[src/rtl/ysyx_22050078_ifu_fetch_pkg.sv]
// Shared widths, default reset/NOP encodings and fetch FSM state type for the IFU.
package ysyx_22050078_ifu_fetch_pkg;

  localparam int CPU_WIDTH = 64;
  localparam int INS_WIDTH = 32;

  localparam logic [CPU_WIDTH-1:0] RESET_PC_DEF = 64'h0000_0000_8000_0000;
  localparam logic [INS_WIDTH-1:0] NOP_INS_DEF  = 32'h0000_0013;
  localparam logic [CPU_WIDTH-1:0] PC_STEP      = CPU_WIDTH'(4);

  typedef enum logic [1:0] {
    ST_REQ  = 2'd0,
    ST_WAIT = 2'd1,
    ST_DROP = 2'd2
  } fetch_state_e;

  // Instructions are word aligned; the low two bits of any target are forced to zero.
  function automatic logic [CPU_WIDTH-1:0] align_pc(input logic [CPU_WIDTH-1:0] addr);
    return addr & ~CPU_WIDTH'(3);
  endfunction

endpackage

[src/rtl/ysyx_22050078_ifu_fetch_stl_reg.sv]
// Generic register with write enable and synchronous active-low reset to a fixed value.
module ysyx_22050078_ifu_fetch_stl_reg #(
  parameter int               WIDTH     = 1,
  parameter logic [WIDTH-1:0] RESET_VAL = '0
) (
  input  logic             clk,
  input  logic             rst_n,
  input  logic             wen,
  input  logic [WIDTH-1:0] din,
  output logic [WIDTH-1:0] dout
);

  // Load on write enable; reset has priority and is sampled on the clock edge.
  always_ff @(posedge clk) begin
    if (!rst_n) begin
      dout <= RESET_VAL;
    end else if (wen) begin
      dout <= din;
    end
  end

endmodule

[src/rtl/ysyx_22050078_ifu_fetch.sv]
// Instruction fetch unit: single-outstanding fetch requests, one-entry output buffer
// towards IF/ID, redirect flush with discard of in-flight responses.
//
//   state | meaning
//   ------+------------------------------------------------------------
//   REQ   | ready to issue a fetch request at pc
//   WAIT  | one request outstanding, its response will be captured
//   DROP  | one request outstanding, its response will be discarded
module ysyx_22050078_ifu_fetch
  import ysyx_22050078_ifu_fetch_pkg::*;
#(
  parameter logic [CPU_WIDTH-1:0] RESET_PC = RESET_PC_DEF,
  parameter logic [INS_WIDTH-1:0] NOP_INS  = NOP_INS_DEF
) (
  input  logic                 i_clk,
  input  logic                 i_rst_n,
  input  logic                 i_stall,
  input  logic                 i_redirect,
  input  logic [CPU_WIDTH-1:0] i_redirect_pc,
  output logic                 o_imem_req_valid,
  input  logic                 i_imem_req_ready,
  output logic [CPU_WIDTH-1:0] o_imem_addr,
  input  logic                 i_imem_rsp_valid,
  input  logic [INS_WIDTH-1:0] i_imem_rsp_data,
  output logic [INS_WIDTH-1:0] o_ifu_ins,
  output logic [CPU_WIDTH-1:0] o_ifu_pc,
  output logic                 o_ifu_valid,
  output logic                 o_ifu_bubble
);

  localparam int BUF_W = INS_WIDTH + CPU_WIDTH + 1;
  localparam logic [BUF_W-1:0] BUF_EMPTY = {NOP_INS, {CPU_WIDTH{1'b0}}, 1'b0};

  fetch_state_e state, state_nxt;

  logic [CPU_WIDTH-1:0] pc, pc_nxt;
  logic                 pc_wen;
  logic [BUF_W-1:0]     buf_q, buf_d;
  logic                 buf_wen;
  logic                 req_fire, capture, consume;

  // Reset gating keeps the request low during the reset cycle whatever state is held.
  assign o_imem_req_valid = i_rst_n & (state == ST_REQ) & ~i_redirect
                          & (~o_ifu_valid | ~i_stall);
  assign o_imem_addr      = pc;
  assign req_fire         = o_imem_req_valid & i_imem_req_ready;
  assign capture          = (state == ST_WAIT) & i_imem_rsp_valid & ~i_redirect;
  assign consume          = o_ifu_valid & ~i_stall;

  // State register.
  always_ff @(posedge i_clk) begin
    if (!i_rst_n) begin
      state <= ST_REQ;
    end else begin
      state <= state_nxt;
    end
  end

  // Next-state logic; redirect dominates every other event.
  always_comb begin
    state_nxt = state;
    case (state)
      ST_REQ: begin
        if (!i_redirect && req_fire) state_nxt = ST_WAIT;
      end
      ST_WAIT: begin
        if (i_redirect) begin
          // A response arriving with the redirect is the outstanding one: nothing left to drop.
          state_nxt = i_imem_rsp_valid ? ST_REQ : ST_DROP;
        end else if (i_imem_rsp_valid) begin
          state_nxt = ST_REQ;
        end
      end
      ST_DROP: begin
        // Same reasoning: a coincident response retires the outstanding request.
        if (i_imem_rsp_valid) state_nxt = ST_REQ;
      end
      default: state_nxt = ST_REQ;
    endcase
  end

  // PC update: redirect target (aligned) or sequential advance on an accepted request.
  always_comb begin
    pc_nxt = pc;
    pc_wen = 1'b0;
    if (i_redirect) begin
      pc_nxt = align_pc(i_redirect_pc);
      pc_wen = 1'b1;
    end else if (req_fire) begin
      pc_nxt = pc + PC_STEP;
      pc_wen = 1'b1;
    end
  end

  ysyx_22050078_ifu_fetch_stl_reg #(
    .WIDTH     (CPU_WIDTH),
    .RESET_VAL (RESET_PC)
  ) u_pc_reg (
    .clk   (i_clk),
    .rst_n (i_rst_n),
    .wen   (pc_wen),
    .din   (pc_nxt),
    .dout  (pc)
  );

  // Output buffer update. In WAIT pc is already one step past the outstanding request,
  // so the request address is recovered as pc - 4. An empty buffer holds NOP/0 directly.
  always_comb begin
    buf_d   = BUF_EMPTY;
    buf_wen = 1'b0;
    if (i_redirect) begin
      buf_wen = 1'b1;
    end else if (capture) begin
      buf_d   = {i_imem_rsp_data, pc - PC_STEP, 1'b1};
      buf_wen = 1'b1;
    end else if (consume) begin
      buf_wen = 1'b1;
    end
  end

  ysyx_22050078_ifu_fetch_stl_reg #(
    .WIDTH     (BUF_W),
    .RESET_VAL (BUF_EMPTY)
  ) u_buf_reg (
    .clk   (i_clk),
    .rst_n (i_rst_n),
    .wen   (buf_wen),
    .din   (buf_d),
    .dout  (buf_q)
  );

  assign {o_ifu_ins, o_ifu_pc, o_ifu_valid} = buf_q;
  assign o_ifu_bubble = ~o_ifu_valid | i_redirect;

endmodule
[config.mk]
export PLATFORM = sky130hd
export DESIGN_NAME = ysyx_22050078_ifu_fetch
export DESIGN_NICKNAME = d
export VERILOG_FILES = /design/src/rtl/ysyx_22050078_ifu_fetch_pkg.sv /design/src/rtl/ysyx_22050078_ifu_fetch_stl_reg.sv /design/src/rtl/ysyx_22050078_ifu_fetch.sv
export SDC_FILE = /design/constraint.sdc
export NUM_CORES = 1
export LEC_CHECK = 0
export ABC_AREA = 0
export CAP_MARGIN = 20
export CORE_UTILIZATION = 51
export CTS_CLUSTER_DIAMETER = 150
export DETAILED_ROUTE_END_ITERATION = 8
export PLACE_DENSITY = 0.87
export SYNTH_ARGS = -nofsm -noshare
export SYNTH_HDL_FRONTEND = slang
export SYNTH_SLANG_ARGS = --single-unit
[constraint.sdc]
create_clock -name i_clk -period 5.6 [get_ports i_clk]
set_input_delay 0.84 -clock i_clk [delete_from_list [all_inputs] [get_ports i_clk]]
set_output_delay 0.84 -clock i_clk [all_outputs]
set_load 0.01 [all_outputs]
==> out/qor.yml <==
synth_area_leaders: "dfxtp_1 (39%), nand2_1 (6.6%), o21ai_0 (4.5%)"
antenna_found_initial: 3
synthCells: 1079
fin_crit_sh_pct: 62.7
worstReg2RegEnd: "u_pc_reg.dout[60]"
arrival_ns: 2.67
synth_ff_type: "dfxtp_1"
clockRootBuffer: "clkbuf_16"
yosysSeqAreaShare_pct: 38.5
die-width_um: 130
grt_usage_pct: 31.9
drt_iter0_drc: 798
hold_depth: 2
r2r-start: "u_pc_reg.dout[2]"
leakage_nw: 3.84
cap_violations: 0
multi_input_area_sq_um: 4640
syn_area_per_cell_sq_um: 7.70
dp_cells: 1461
die_h_um: 130
cts.sinks: 160
setup_viol_count_final: 0
rsz0062_at_grt: "no"
grt_pass1_vias: 8366
finalCriticalPeriod_ns: 3.51
cts_tree: "built"
final.fill_count: 1226
yosys.cell_types.count: 63
synth_edf_count: 0
slew_violations: 0
io_pins: 265
wire_per_inst_um: 17.9
clock.fmax_mhz: 285
endpoint_kind: "output pin"
layout.cells.non_filler: 1496
synth_top_cell_by_area: "dfxtp_1"
cts_setup_buffers: 0
die-area_sq_um: 16800
row_count: 46
grt_start_max_net_pins: 97
r2r_cells: 7
synth.most_common_cell: "dfxtp_1"
clk_latency_ns: 0.43
numCtsBuffers: 17
ant_nets: 0
fin_skew_ns: 0.00637
min_from: "u_buf_reg.dout[3]"
synth_top_area_share_pct: 38.5
power_density_nw_per_um2: 244
final.setup.tns_ns: 0
syn_to_final_growth_pct: 37.7
drtPass1Iterations: 5
drive_above_1_share_pct: 5.40
dp_slack_ns: 1.97
peakVddDrop_mv: 0.206
maxSlewHeadroom_pct: 28.4
htree_levels: 4
start_kind: "input pin"
synth_seq_cells: 160
fin_area_sq_um: 11400
ys_warn_count: 0
place.gp.congestion: 0.886
gr-total-overflow: 0
finalNetCount: 1369
ys_top_cells_by_count: "dfxtp_1 (160), nand2_1 (145), nor2_1 (97)"
cts.path.max_buffers: 2
viasPerCell: 6.04
holdPathEnd: "u_buf_reg.dout[3]"
core_sq_um: 15900
finalHoldViolCount: 0
grt_first_pass_wirelength_mm: 42.1
detailed_place_hpwl_mm: 18.6
start_util_pct: 52.3
synthArstFlopShare_pct: 0
clk_pin_slew_ns: 0.06
fin_util_pct: 72.0
setup_ws_ns: 2.09
wl_mm: 26.8
placedInstanceArea_sq_um: 10800
ff_latch_area_sq_um: 3200
power_mw: 2.79
syn-cell-area_sq_um: 8310
post_cts_resized: 0
cp.required_ns: 4.76
whs_ns: 0.452
worst-path-max-fanout: 16
outcome: "completed"
drc: 0
rrSetupSlack_ns: 2.45
critPathKind: "input pin to output pin"
num_vias: 9042
ctsHoldBuffers: 0
io_buffers: 260
tightestPinTransition_ns: 1.07
min_path_type: "flip-flop to flip-flop"
==> cell families after synthesis <==
family | count (synthesis) | synth area share, %
AO/OA/AOI/OAI | 245 | 18.3
XOR/XNOR | 69 | 7.27
buffers and inverters | 118 | 5.89
multiplexers | 7 | 0.918
flip-flops | 160 | 38.5
adder cells (fa/ha/maj) | 2 | 0.301
AND/OR/NAND/NOR | 477 | 28.7
other | 1 | 0.0451
==> flip-flops by register name (all words and copies together) (netlist names) <==
name,count
u_pc_reg.dout,62
state,2
u_buf_reg.dout,96
==> power by group <==
part           internal [mW]  total (mW)  switching [mW]  leakage [nW]
Clock                  0.680        1.17           0.488         0.282
Sequential              1.17        1.24          0.0758          1.30
Combinational          0.194       0.381           0.187          2.26
Total                   2.04        2.79           0.751          3.84
==> worst max-delay path by stage <==
| stage | from | end | cells after the start |
|---|---|---|---|
| after floorplan | u_pc_reg.dout[2] | u_pc_reg.dout[56] | 7 |
| after global placement | i_rst_n | u_pc_reg.dout[23] | 9 |
| after detailed placement | i_rst_n | u_pc_reg.dout[60] | 9 |
| after CTS | i_rst_n | o_imem_req_valid | 5 |
| after global routing | i_rst_n | o_imem_req_valid | 5 |
| final | i_rst_n | o_imem_req_valid | 5 |
==> cell type report <==
| type | count | share of cell area (%) |
|---|---|---|
| tap | 216 | 2.36 |
| clock inverter | 13 | 1.19 |
| antenna | 2 | 0.0437 |
| multi-input combinational | 802 | 40.5 |
| inverter | 10 | 0.328 |
| timing repair buffer | 274 | 23.6 |
| clock buffer | 19 | 3.96 |
| sequential | 160 | 28.0 |
==> routing by layer <==
layer / part of all wire (%) / vias to the layer above / GRT usage, %
met3: 9.9 / 71 / 9.41
met2: 47 / 495 / 51.0
met4: 3.5 / 2 / 17.6
met5: 0.034 / - / 0
met1: 40 / 4260 / 38.5
li1: - / 4214 / -
==> placed cells by master, fill, tap and decap left out, types with 5 or more instances in the layout <==
master and count:
nand4_1 23, a22oi_1 46, nand3_1 52, nor2b_1 7, a21oi_1 44, mux2_2 5, clkdlybuf4s50_1 259, a31oi_1 24
o21ai_0 75, and3_1 12, o31a_1 6, or3_1 7, xnor2_1 32, and2_1 21, and4_1 10, nand2_1 145
o22ai_1 18, nor4_1 24, clkbuf_16 17, buf_4 13, o21a_1 6, dfxtp_1 160, nor3_1 39, or4_1 10
xor2_1 37, nor2_1 96, inv_1 9
==> critical path: stages <==
cell and delay (ns):
clkdlybuf4s50_1 0.45, buf_4 0.25, nor2b_1 0.34, and3_1 0.22
clkdlybuf4s50_1 0.55
No activity file was read; power rests on OpenSTA's default activity.
